<file path="config.mk">
export PLATFORM = sky130hd
export DESIGN_NAME = bank_sram_stream_master
export DESIGN_NICKNAME = d
export VERILOG_FILES = /design/src/rtl/bank_sram_stream_master.sv
export SDC_FILE = /design/constraint.sdc
export NUM_CORES = 1
export LEC_CHECK = 0
export CAP_MARGIN = 10
export CORE_ASPECT_RATIO = 1.4
export CORE_MARGIN = 5
export CORE_UTILIZATION = 40
export DETAILED_ROUTE_END_ITERATION = 6
export PLACE_DENSITY = 0.62
export SETUP_SLACK_MARGIN = 0.5
export SLEW_MARGIN = 30
export SYNTH_ARGS = -nofsm -noshare
export SYNTH_HDL_FRONTEND = slang
export SYNTH_SLANG_ARGS = --single-unit
export TNS_END_PERCENT = 30
</file>
<file path="constraint.sdc">
create_clock -name clk -period 3.9 [get_ports clk]
set_clock_uncertainty 0.1 [all_clocks]
set_input_delay 0.78 -clock clk [delete_from_list [all_inputs] [get_ports clk]]
set_output_delay 0.78 -clock clk [all_outputs]
set_load 0.02 [all_outputs]
</file>
<file path="src/rtl/bank_sram_stream_master.sv">
// Single-stream initiator for the banked SRAM: walks a strided block command,
// issuing one request per cycle, and buffers read responses in a small FIFO.
module bank_sram_stream_master #(
    parameter int unsigned ADDR_W = 12,
    parameter int unsigned Data_W = 16,
    parameter int unsigned LEN_W  = 8,
    parameter int unsigned FIFO_D = 4
) (
    input  logic              clk,
    input  logic              rst_n,
    input  logic              cmd_valid,
    output logic              cmd_ready,
    input  logic              cmd_we,
    input  logic [ADDR_W-1:0] cmd_base,
    input  logic [ADDR_W-1:0] cmd_stride,
    input  logic [LEN_W-1:0]  cmd_len,
    input  logic              wr_valid,
    output logic              wr_ready,
    input  logic [Data_W-1:0] wr_data,
    output logic              rd_valid,
    input  logic              rd_ready,
    output logic [Data_W-1:0] rd_data,
    output logic              busy,
    output logic              done,
    output logic              req_v,
    output logic              req_we,
    output logic [ADDR_W-1:0] req_addr,
    output logic [Data_W-1:0] req_wdata,
    input  logic              req_ready,
    input  logic              rsp_v,
    input  logic [Data_W-1:0] rsp_rdata
);

    localparam int unsigned PTR_W = $clog2(FIFO_D);
    localparam int unsigned CNT_W = PTR_W + 1;
    localparam int unsigned INF_W = CNT_W + 1;

    typedef enum logic [1:0] {IDLE, RUN, DRAIN, FIN} state_t;

    state_t             state, state_nxt;
    logic               we_q;
    logic [ADDR_W-1:0]  addr_q;
    logic [ADDR_W-1:0]  stride_q;
    logic [LEN_W-1:0]   len_q;
    logic [LEN_W-1:0]   icnt_q;
    logic               pending_q;

    logic [Data_W-1:0]  mem_q [FIFO_D];
    logic [PTR_W-1:0]   wptr_q, rptr_q;
    logic [CNT_W-1:0]   cnt_q;

    logic               cmd_acc;
    logic               accept;
    logic               last_acc;
    logic               push;
    logic               pop;
    logic [INF_W-1:0]   inflight;
    logic               credit_ok;

    // Credit covers both stored entries and the one response still in flight.
    assign inflight  = INF_W'(cnt_q) + INF_W'(pending_q);
    assign credit_ok = inflight < INF_W'(FIFO_D);

    assign cmd_acc  = cmd_valid & cmd_ready;
    assign accept   = req_v & req_ready;
    assign last_acc = accept && (icnt_q + LEN_W'(1) == len_q);
    assign push     = rsp_v & pending_q;
    assign pop      = rd_valid & rd_ready;

    assign wr_ready  = accept & we_q;
    assign req_we    = we_q;
    assign req_addr  = addr_q;
    assign req_wdata = (state == RUN && we_q) ? wr_data : '0;
    assign rd_valid  = cnt_q != '0;
    assign rd_data   = mem_q[rptr_q];

    // Next-state and handshake decode.
    always_comb begin
        state_nxt = state;
        cmd_ready = 1'b0;
        req_v     = 1'b0;
        busy      = 1'b1;
        done      = 1'b0;
        case (state)
            IDLE: begin
                busy      = 1'b0;
                cmd_ready = rst_n;
                if (cmd_acc) state_nxt = (cmd_len == '0) ? FIN : RUN;
            end
            RUN: begin
                req_v = (icnt_q < len_q) & (we_q ? wr_valid : credit_ok);
                if (last_acc) state_nxt = DRAIN;
            end
            DRAIN: begin
                // The last response lands this cycle or has already landed.
                if (!pending_q || rsp_v) state_nxt = FIN;
            end
            FIN: begin
                done      = 1'b1;
                state_nxt = IDLE;
            end
            default: state_nxt = IDLE;
        endcase
    end

    always_ff @(posedge clk or negedge rst_n) begin
        if (!rst_n) begin
            state     <= IDLE;
            we_q      <= 1'b0;
            addr_q    <= '0;
            stride_q  <= '0;
            len_q     <= '0;
            icnt_q    <= '0;
            pending_q <= 1'b0;
        end else begin
            state <= state_nxt;
            if (cmd_acc) begin
                we_q     <= cmd_we;
                addr_q   <= cmd_base;
                stride_q <= cmd_stride;
                len_q    <= cmd_len;
                icnt_q   <= '0;
            end else if (accept) begin
                icnt_q <= icnt_q + LEN_W'(1);
                addr_q <= addr_q + stride_q;
            end
            if (cmd_acc)              pending_q <= 1'b0;
            else if (accept && !we_q) pending_q <= 1'b1;
            else if (rsp_v)           pending_q <= 1'b0;
        end
    end

    // Registered read-response FIFO; no bypass from push to rd_valid.
    always_ff @(posedge clk or negedge rst_n) begin
        if (!rst_n) begin
            wptr_q <= '0;
            rptr_q <= '0;
            cnt_q  <= '0;
            for (int i = 0; i < int'(FIFO_D); i++) mem_q[i] <= '0;
        end else begin
            if (push) begin
                mem_q[wptr_q] <= rsp_rdata;
                wptr_q        <= wptr_q + PTR_W'(1);
            end
            if (pop) rptr_q <= rptr_q + PTR_W'(1);
            case ({push, pop})
                2'b10:   cnt_q <= cnt_q + CNT_W'(1);
                2'b01:   cnt_q <= cnt_q - CNT_W'(1);
                default: cnt_q <= cnt_q;
            endcase
        end
    end

endmodule

</file>
**Yosys cells after proc, flatten, opt, wreduce, memory -nomap -nowiden**

Index checks and enable logic that the tools add are counted.

- Output and inout bits: 51
- Logic and storage cells: 82
- Register bits after elaboration: 115
- Bits of input ports: 72

- Reductions and logical operators: 14
- Bitwise operators: 8
- $lt $le $gt $ge: 5
- Muxes and demuxes: 25
- Equal/unequal tests: 9
- Add/subtract/negate cells: 7

Operators by type and width:

| cell | number |
|---|---|
| bitwise mux 64 bit | 1 |
| 2-to-1 mux 16 bit | 4 |
| binary-select mux 16 bit (select 2 bit) | 1 |
| demux 16 bit (select 2 bit) | 1 |
| 2-to-1 mux 12 bit | 2 |
| 2-to-1 mux 8 bit | 2 |
| adder 12 bit | 1 |
| adder 8 x 1 -> 8 bit (second input constant) | 1 |
| == test 8 bit | 1 |
| logical NOT 8 bit | 1 |
| < comparator 8 bit | 1 |
| 2-to-1 mux 1 bit | 8 |
| 2-to-1 mux 2 bit | 4 |
| case mux 2 bit (4 select lines) | 1 |
| bitwise AND 1 bit | 6 |
| == test 2 bit (second input constant) | 3 |
| greater-or-equal comparator 3 bit (second input constant) | 2 |
| inequality test 2 bit (second input constant) | 3 |
| NOT 2 -> 3 bit | 2 |
| case mux 3 bit (2 select lines) | 1 |
| nonzero test 3 bit | 2 |
| adder 2 x 1 -> 2 bit (second input constant) | 2 |
| adder 3 x 1 -> 4 bit | 1 |
| == test 2 x 1 -> 1 bit (second input constant) | 2 |
| other kinds (10) | 15 |

**Longest topological paths before layout**

Gate-level depths: netlist of the first run.

- Depth after elaboration: 9
- Gate-level depth with buffers: 11
- Depth with buffers taken out: 9

**Worst setup path after synthesis of the first run**

Ideal clock, no wire load.

- Path kind: register to output
- From: register state[1]
- To: output wr_ready
- Setup slack: 1.082 ns
- Required time: 3.020 ns
- Path buffers: 3
- Arrival time: 1.938 ns
- Stages on the path, launching flop included: 11
- Cells stage by stage: dfrtp_1 inv_1 ha_1 buf_2 inv_2 a211oi_2 nand4_1 clkbuf_1 nor2_1 buf_2 and2_1

- Word-level cells in the longest chain between the ends: 4

Ends and longest elaborated chain:

| item | line | source |
|---|---|---|
| start: declaration | 40 | `state_t state, state_nxt;` |
| start signal: assignment | 116 | `state <= state_nxt;` |
| == test 2 x 1 -> 1 bit | 84 | `case (state)` |
| 2-to-1 mux 1 bit | 84 |  |
| bitwise AND 1 bit | 65 | `assign accept = req_v & req_ready;` |
| bitwise AND 1 bit | 70 | `assign wr_ready = accept & we_q;` |
| end: declaration | 18 | `output logic wr_ready,` |

No other way between the ends.

**Worst setup path in the final report of the first run**

- From: register rptr_q[0]
- To: output rd_data[12]

- Word-level cells in the longest chain between the ends: 4

Ends and longest elaborated chain:

| item | line | source |
|---|---|---|
| start: declaration | 49 | `logic [PTR_W-1:0] wptr_q, rptr_q;` |
| start signal: assignment | 145 | `if (pop) rptr_q <= rptr_q + PTR_W'(1);` |
| NOT 2 -> 3 bit (implied by the code) | 75 | `assign rd_data = mem_q[rptr_q];` |
| binary-select mux 16 bit (select 2 bit) | 75 |  |
| 2-to-1 mux 16 bit (implied by the code) (2 in a row) | 75 |  |
| end: declaration | 22 | `output logic [Data_W-1:0] rd_data,` |

No other way between the ends. The select of a mux whose other input is x is not followed.

==> results of run 1 <==
[through the flow]
stage | power [uW] | utilization, % | hold slack (ns)
final | 6770 | 54.9 | 0.382
after global routing | 7240 | 54.9 | 0.414
after CTS | 6840 | 54.9 | 0.382
after detailed placement | 5060 | 50.4 | 0.371
after global placement | 4970 | 50.4 | 0.367
after floorplan | 4020 | - | 0.350
[critical path, stage by stage (launching register included)]
cell	delay [ns]
dfrtp_1	0.51
buf_4	0.35
mux4_2	0.55
clkdlybuf4s50_1	0.56
[cell usage after synthesis (all sizes together), types with 2 or more instances]
| cell | count | area, um^2 |
|---|---|---|
| a211o | 2 | 17.5 |
| a211oi | 3 | 27.5 |
| a21o | 5 | 37.5 |
| a21oi | 15 | 75.1 |
| a31oi | 6 | 37.5 |
| and2 | 3 | 18.8 |
| and3 | 19 | 119 |
| and4 | 3 | 28.8 |
| buf | 4 | 18.8 |
| clkbuf | 25 | 93.8 |
| dfrtp | 115 | 2880 |
| fa | 2 | 40.0 |
| ha | 30 | 375 |
| inv | 22 | 82.6 |
| mux2 | 65 | 732 |
| mux2i | 2 | 20.0 |
| mux4 | 16 | 360 |
| nand2 | 73 | 274 |
| nand3 | 10 | 50.1 |
| nand3b | 2 | 15.0 |
| nand4 | 4 | 25.0 |
| nand4b | 2 | 17.5 |
| nor2 | 26 | 97.6 |
| nor2b | 4 | 25.0 |
| nor3 | 10 | 50.1 |
| nor4 | 6 | 43.8 |
| o211ai | 4 | 30.0 |
| o21a | 7 | 52.6 |
| o21ai | 19 | 95.1 |
| o31ai | 2 | 15.0 |
| or3 | 3 | 18.8 |
| xnor2 | 21 | 184 |
| xor2 | 7 | 61.3 |
[routing by layer]
metal	part of all wire, %	track usage, %	vias up	routed length [um]
met4	2.4	7.16	0	365
met2	52	30.5	135	7840
met5	0	0	-	0
met1	41	21.6	2298	6240
met3	4.8	4.68	25	725
li1	-	-	2218	-
[layout make-up]
cell class	count	area share [%]
multi-input combinational	386	37.2
sequential	115	34.8
timing repair buffer	135	16.0
clock buffer	18	5.31
tap	192	2.91
clock inverter	14	2.73
inverter	22	0.999
[flip-flops by register name, summed over array words and instances (netlist names)]
| register | cells |
|---|---|
| mem_q | 64 |
| req_addr | 12 |
| stride_q | 12 |
| icnt_q | 8 |
| len_q | 8 |
| cnt_q | 3 |
| rptr_q | 2 |
| state | 2 |
| wptr_q | 2 |
| pending_q | 1 |
| req_we | 1 |
[final timing paths]
| path | startpoint | to | slack, ns | cells after the start |
|---|---|---|---|---|
| worst max-delay path | rptr_q[0] | rd_data[12] | 0.62 | 3 |
| worst min-delay path | rst_n | mem_q[12] | 0.38 | 2 |
| worst max register to register | icnt_q[1] | req_addr[11] | 1.07 | 8 |
| worst min register to register | cnt_q[2] | cnt_q[2] | 0.38 | 1 |
| max in group asynchronous | rst_n | mem_q[33] | 2.27 | 3 |
| min in group clk | cnt_q[2] | cnt_q[2] | 0.38 | 1 |
[cell families after synthesis]
group / share of synthesized area, %
AOI/OAI and AO/OA: 7.94
xor gates and xnor gates: 3.99
adders and majority gates: 6.76
buffers and inverters: 3.18
DFF: 46.8
muxes: 18.1
and+or+nand+nor: 13.2
[power groups by stage]
stage	registers, uW	logic (uW)	clock network (uW)
floorplan	2000	2020	0
global placement	2060	2910	0
detailed placement	2090	2960	0
CTS	2080	2990	1770
global route	2150	3260	1830
finish	2070	2960	1740
==> flow_summary.ini, run 1 <==
[floorplan]
dieArea_mm2 = 0.0180
coreArea_mm2 = 0.0151
die_y_um = 157
die_x_um = 115
initial_core_util_pct = 40.8
pin_count = 123
rows = 53

[cts]
htree_levels = 4
cts.repair.resized = 1
cts_tree = done
clk_latency_ns = 0.42
cts_inserted_buffers = 17
cts_buffer_depth = 2
cts_sinks = 115
ctsHoldBuffers = 0
root_buffer = clkbuf_16
path_clk_slew_ns = 0.06
cts_setup_buffers = 0

[power_and_ir_drop]
p_sw_uw = 2410
pwr_density_cell_mw_per_mm2 = 820
clock_power_share_pct = 25.7
internal_power_uw = 4360
p_sw_share_pct = 35.6
power_leakage_uw = 0.00380
max-vdd-ir-drop_mv = 0.447
p_seq_share_pct = 30.6
p_comb_share_pct = 43.7

[worst_hold_path]
hold_path.class = input pin to async pin

[timing]
relSlewSlack_pct = 44.7
setup_tns_ns = 0
setup_violations = 0
tightest_slew_ns = 0.829
post-route-period-util_pct = 84.1
slew_viol_final = 0
min_period_ns = 3.28
fmax_mhz = 305
fin_ws_ns = 0.620
hold_viol = 0
rsz0062_at_grt = yes

[global_route]
grt_pass1_wl_um = 25200
grt.total_usage_pct = 17.9
grt_pass1_vias = 4923
antenna_found_initial = 0
grt-ovfl-total = 0
grt_start_max_net_pins = 72

[routing]
wl_per_cell_um = 17.2
ant_nets = 0
via_per_inst = 5.30
via_count = 4676
drc_errors = 0
dr.pass1.iters = 4
drt_first_iter_violations = 222
routed_wl_um = 15200

[placement]
routabilityCongestion = 0.796
pre_cts_slack_ns = 0.465
dpl_cell_area_mm2 = 0.00759
dp.cells = 850
io_buffer_count = 122
place_hpwl_um = 10900

[logic_synthesis]
synth_edf_count = 0
avgSynthCellArea_um2 = 11.1
synth.distinct_cells = 54
yosysWarnings = 0
synth_nets = 656
async_flop_share_pct = 100
seq_area_frac_synth_pct = 46.8
synth_seq_cells = 115
mappedNetlistArea_mm2 = 0.00615
synthFlopType = dfrtp_1
syn_inst = 552

[setup_path]
critical_path_class = flop to primary output
crit_arrival_ns = 2.40
endpoint_kind = primary output
required_ns = 3.02
critPathMaxFanout = 13
startpoint_type = flop

[layout]
mostFrequentLayoutCell = clkdlybuf4s50_1
regArea_mm2 = 0.00288
multiInputGateArea_mm2 = 0.00308
drive_gt1_share_pct = 19.1
most-common-layout-cells = 119 x clkdlybuf4s50_1, 115 x dfrtp_1, 72 x nand2_1
finalNonFillerCells = 882
diodes = 0
nets = 781
area_delta_synth_final_pct = 34.4
fillers = 1294
final_area_mm2 = 0.00826

[run_status]
status = finished clean

[run]
maxCapViolCount = 0
No activity file was read; power rests on OpenSTA's default activity.
==> run 2: changes to the inputs <==
Settings changed: PLACE_DENSITY 0.62 to 0.64.
Clock period 3.9 ns to 2.8 ns, I/O delays scaled along.
==> flow_summary.ini, run 2 (synthesized netlist as in run 1, its figures left out) <==
[floorplan]
initial_core_util_pct = 40.8
dieArea_mm2 = 0.0180
die_y_um = 157
rows = 53
die_x_um = 115
coreArea_mm2 = 0.0151
pin_count = 123

[power_and_ir_drop]
max-vdd-ir-drop_mv = 0.614
pwr_density_cell_mw_per_mm2 = 1120
power_leakage_uw = 0.00411

[setup_path]
crit_chain = inv_2 -> ha_4 -> o21a_1 -> o211ai_1 -> a21oi_4 -> nor2_4 -> and2_4 -> buf_6
critical_path_class = flop to primary output
slowest_stage = dfrtp_1
startpoint_type = flop
cpPeakStageDelay_ns = 0.39
critPathMaxFanout = 3
required_ns = 2.14
crit_arrival_ns = 1.97
endpoint_kind = primary output

[global_route]
grt_start_max_net_pins = 57
grt_pass1_vias = 5290
grt-ovfl-total = 0
antenna_found_initial = 0
grt.total_usage_pct = 18.4
grt_pass1_wl_um = 25900

[placement]
dp.cells = 874
io_buffer_count = 122
place_hpwl_um = 11200
routabilityCongestion = 0.839

[timing]
timing.hold.ws_ns = 0.0775
rsz0062_at_grt = yes
fmax_mhz = 380
min_period_ns = 2.63
slew_viol_final = 0
tightest_slew_ns = 0.700
hold_viol = 0
setup_tns_ns = 0
relSlewSlack_pct = 53.3
post-route-period-util_pct = 94.0
setup_violations = 0

[routing]
wl_per_cell_um = 17.2
dr.pass1.iters = 4
via_count = 4852
routed_wl_um = 16000
drc_errors = 0
drt_first_iter_violations = 236
ant_nets = 0
via_per_inst = 5.23

[cts]
root_buffer = clkbuf_16
clk_latency_ns = 0.41
cts_buffer_depth = 2
cts_sinks = 115
path_clk_slew_ns = 0.05
cts_inserted_buffers = 17
cts_tree = done
htree_levels = 4

[layout]
finalNonFillerCells = 928
area_delta_synth_final_pct = 41.5
mostFrequentLayoutCell = dfrtp_1
most-common-layout-cells = 113 x dfrtp_1, 85 x clkdlybuf4s50_1, 73 x nand2_1
nets = 827
largest_register_ffs = 64
diodes = 0
top_register = mem_q
drive_gt1_share_pct = 30.0

[worst_hold_path]
hold_path.class = input pin to async pin

[run]
maxCapViolCount = 0

[run_status]
status = finished clean
run 2: cell types whose count changed in the layout (fill, tap and decap cells not counted), sizes merged, moves of 3 or more:
| cell | change |
|---|---|
| clkbuf | +16 |
| clkdlybuf4s50 | -34 |
| buf | +56 |
| dlygate4sd2 | +15 |
| inv | -3 |
| bufinv | -3 |
run 2: through the flow:
stage | setup WS [ns] | util [%] | total power (uW) | area (um^2)
5_1_grt | 0.0614 | 57.8 | 10400 | 8700
3_3_place_gp | -0.120 | 51.9 | 7130 | 7810
6_report | 0.169 | 57.8 | 9770 | 8700
2_1_floorplan | 0.435 | - | 5650 | 6190
3_5_place_dp | -0.122 | 51.9 | 7280 | 7810
4_1_cts | 0.159 | 56.8 | 9610 | 8550
run 2: path summary, 6_finish.rpt:
path	slack [ns]	depth (start not counted)	startpoint	endpoint
min in group clk	0.37	1	rptr_q[1]	rptr_q[1]
hold / removal	0.08	2	rst_n	len_q[0]
setup / recovery	0.17	8	len_q[4]	wr_ready
hold reg to reg	0.37	1	rptr_q[1]	rptr_q[1]
setup reg to reg	0.27	7	stride_q[6]	req_addr[11]
max in group asynchronous	1.26	3	rst_n	mem_q[58]
run 2: power by group:
part	switching [uW]	internal (uW)	leakage (uW)	total [uW]
Sequential	447	2350	0.00148	2800
Clock	731	1450	0.000296	2180
Combinational	2360	2440	0.00234	4790
run 2: area by class of cell:
class / count / area (um^2)
fillers: 1245 / 6350
multi-input cells: 386 / 3270
flip-flops and latches: 115 / 2880
repair buffers: 181 / 1610
clock buffers: 25 / 515
well taps: 192 / 240
clock inverters: 7 / 93.8
inverters: 22 / 86.3
run 2: metal layers:
| layer | up-vias | share of wire (%) | GRT usage [%] |
|---|---|---|---|
| li1 | 2304 | - | - |
| met1 | 2395 | 41 | 21.2 |
| met2 | 124 | 53 | 33.1 |
| met3 | 29 | 4.4 | 4.76 |
| met4 | 0 | 2.1 | 5.98 |
| met5 | - | 0 | 0 |
run 2: repair_timing:
item,in CTS,in global routing
resized for setup,79,56
pin swaps,12,13
hold buffers,1,0
setup buffers,12,7
gates cloned,1,1
setup endpoints to repair,54,57
endpoints found under the hold margin,6,0
run 2: critical path: cells and delay by family, from the launching register on:
| kind | cells | cell delay, ns |
|---|---|---|
| AOI/OAI and AO/OA | 3 | 0.53 |
| adders and majority gates | 1 | 0.19 |
| buffers and inverters | 2 | 0.19 |
| DFF | 1 | 0.39 |
| and+or+nand+nor | 2 | 0.26 |
==> run 3: changes to the inputs <==
Settings changed: CELL_PAD_IN_SITES_DETAIL_PLACEMENT set to 2, CELL_PAD_IN_SITES_GLOBAL_PLACEMENT set to 2, CORE_UTILIZATION 40 to 30, PLACE_DENSITY 0.64 to 0.73, SKIP_CTS_REPAIR_TIMING set to 1.
==> flow_summary.ini, run 3 (synthesized netlist as in run 1, its figures left out) <==
[cts]
clk_latency_ns = 0.42
cts_sinks = 115
cts_buffer_depth = 2
root_buffer = clkbuf_16
cts_tree = done
path_clk_slew_ns = 0.06
cts_inserted_buffers = 17
htree_levels = 4

[placement]
dp.cells = 939
routabilityCongestion = 0.806
io_buffer_count = 122
dpl_cell_area_mm2 = 0.00791
pre_cts_slack_ns = -0.178
place_hpwl_um = 14200

[global_route]
grt_start_max_net_pins = 109
grt.total_usage_pct = 17.5
grt-ovfl-total = 0
grt_pass1_wl_um = 31900
antenna_found_initial = 0
grt_pass1_vias = 5912

[timing]
hold_viol = 0
relSlewSlack_pct = 60.0
post-route-period-util_pct = 97.3
slew_viol_final = 0
setup_tns_ns = 0
tightest_slew_ns = 0.594
min_period_ns = 2.73
rsz0062_at_grt = yes
fmax_mhz = 367
fin_ws_ns = 0.0742
setup_violations = 0

[routing]
ant_nets = 0
drt_first_iter_violations = 128
via_per_inst = 5.06
via_count = 4987
wl_met3_um = 538
wl_per_cell_um = 21.4
met1_length_um = 8050
dr.pass1.iters = 4
top_layer_used = met4
met2_length_um = 12200
drc_errors = 0
routed_wl_um = 21100

[layout]
nets = 820
regArea_mm2 = 0.00288
final_area_mm2 = 0.00895
area_delta_synth_final_pct = 45.6
fillers = 2094
drive_gt1_share_pct = 29.8
top_register = mem_q
multiInputGateArea_mm2 = 0.00332
diodes = 0
largest_register_ffs = 64
most-common-layout-cells = 113 x dfrtp_1, 86 x clkdlybuf4s50_1, 73 x nand2_1
finalNonFillerCells = 985
mostFrequentLayoutCell = dfrtp_1

[floorplan]
dieArea_mm2 = 0.0235
initial_core_util_pct = 30.2
coreArea_mm2 = 0.0203
rows = 62
die_x_um = 131
die_y_um = 179
pin_count = 123

[setup_path]
endpoint_kind = primary output
slowest_stage = dfrtp_1
cpPeakStageDelay_ns = 0.38
cp_top_family = compound AO/OA/AOI/OAI gates
startpoint_type = flop
crit_arrival_ns = 2.07
critical_path_class = flop to primary output
critPathMaxFanout = 3
required_ns = 2.14
crit_chain = inv_1 -> ha_1 -> o21a_1 -> o31ai_4 -> a21oi_4 -> nor2_4 -> and2_4 -> buf_6
cp_num_buf_inv = 2

[run]
maxCapViolCount = 0

[power_and_ir_drop]
pwr_density_cell_mw_per_mm2 = 1160
power_leakage_uw = 0.00442
max-vdd-ir-drop_mv = 0.495
finalPower_uw = 10400

[run_status]
status = finished clean

[worst_hold_path]
hold_path.class = input pin to async pin
[run 3: changes by cell type in the layout (fill, tap and decap cells not counted), sizes merged]
cell / change
buf: -14
clkdlybuf4s50: +1
bufinv: +2
clkinv: +5
inv: +2
clkinvlp: -1
dlymetal6s2s: +23
clkbuf: -10
dlygate4sd2: -15
[run 3: path summary, 6_finish.rpt]
path / endpoint / from / cells past startpoint / slack [ns]
max in group asynchronous: req_addr[10] / rst_n / 2 / 1.67
min in group clk: rptr_q[1] / rptr_q[1] / 1 / 0.39
min: mem_q[47] / rst_n / 2 / 0.23
max: wr_ready / len_q[2] / 8 / 0.07
max reg2reg: state[1] / len_q[7] / 10 / 0.24
min reg2reg: rptr_q[1] / rptr_q[1] / 1 / 0.39
[run 3: area by class of cell]
| class | instances | area share, % |
|---|---|---|
| clock buffer | 17 | 4.75 |
| clock inverter | 15 | 2.31 |
| inverter | 22 | 0.923 |
| multi-input combinational | 386 | 37.1 |
| sequential | 115 | 32.2 |
| tap | 256 | 3.58 |
| timing repair buffer | 174 | 19.1 |
[run 3: worst reg2reg max path: stages (launching register included)]
cell and delay (ns):
dfrtp_1 0.40, inv_2 0.09, ha_4 0.21, a211oi_4 0.26
nand4_1 0.24, buf_4 0.21, buf_8 0.13, nor4_4 0.29
buf_4 0.19, mux2i_4 0.25, nand2_1 0.08
[run 3: metrics by stage]
stage | hold WS [ns] | utilization [%]
after CTS | -0.125 | 42.0
after detailed placement | 0.327 | 38.9
after floorplan | 0.164 | -
final | 0.227 | 44.0
after global placement | 0.319 | 38.9
after global routing | 0.276 | 44.0
[run 3: routing by layer]
metal	global-route usage [%]	vias up
met4	5.06	0
met1	19.1	2585
met3	3.44	24
met2	33.7	88
met5	0	-
li1	-	2290
[run 3: report_power, final]
group | leakage (uW) | internal, uW | switching [uW]
logic | 0.00264 | 2550 | 2610
clock network | 0.000304 | 1500 | 848
registers | 0.00148 | 2350 | 499
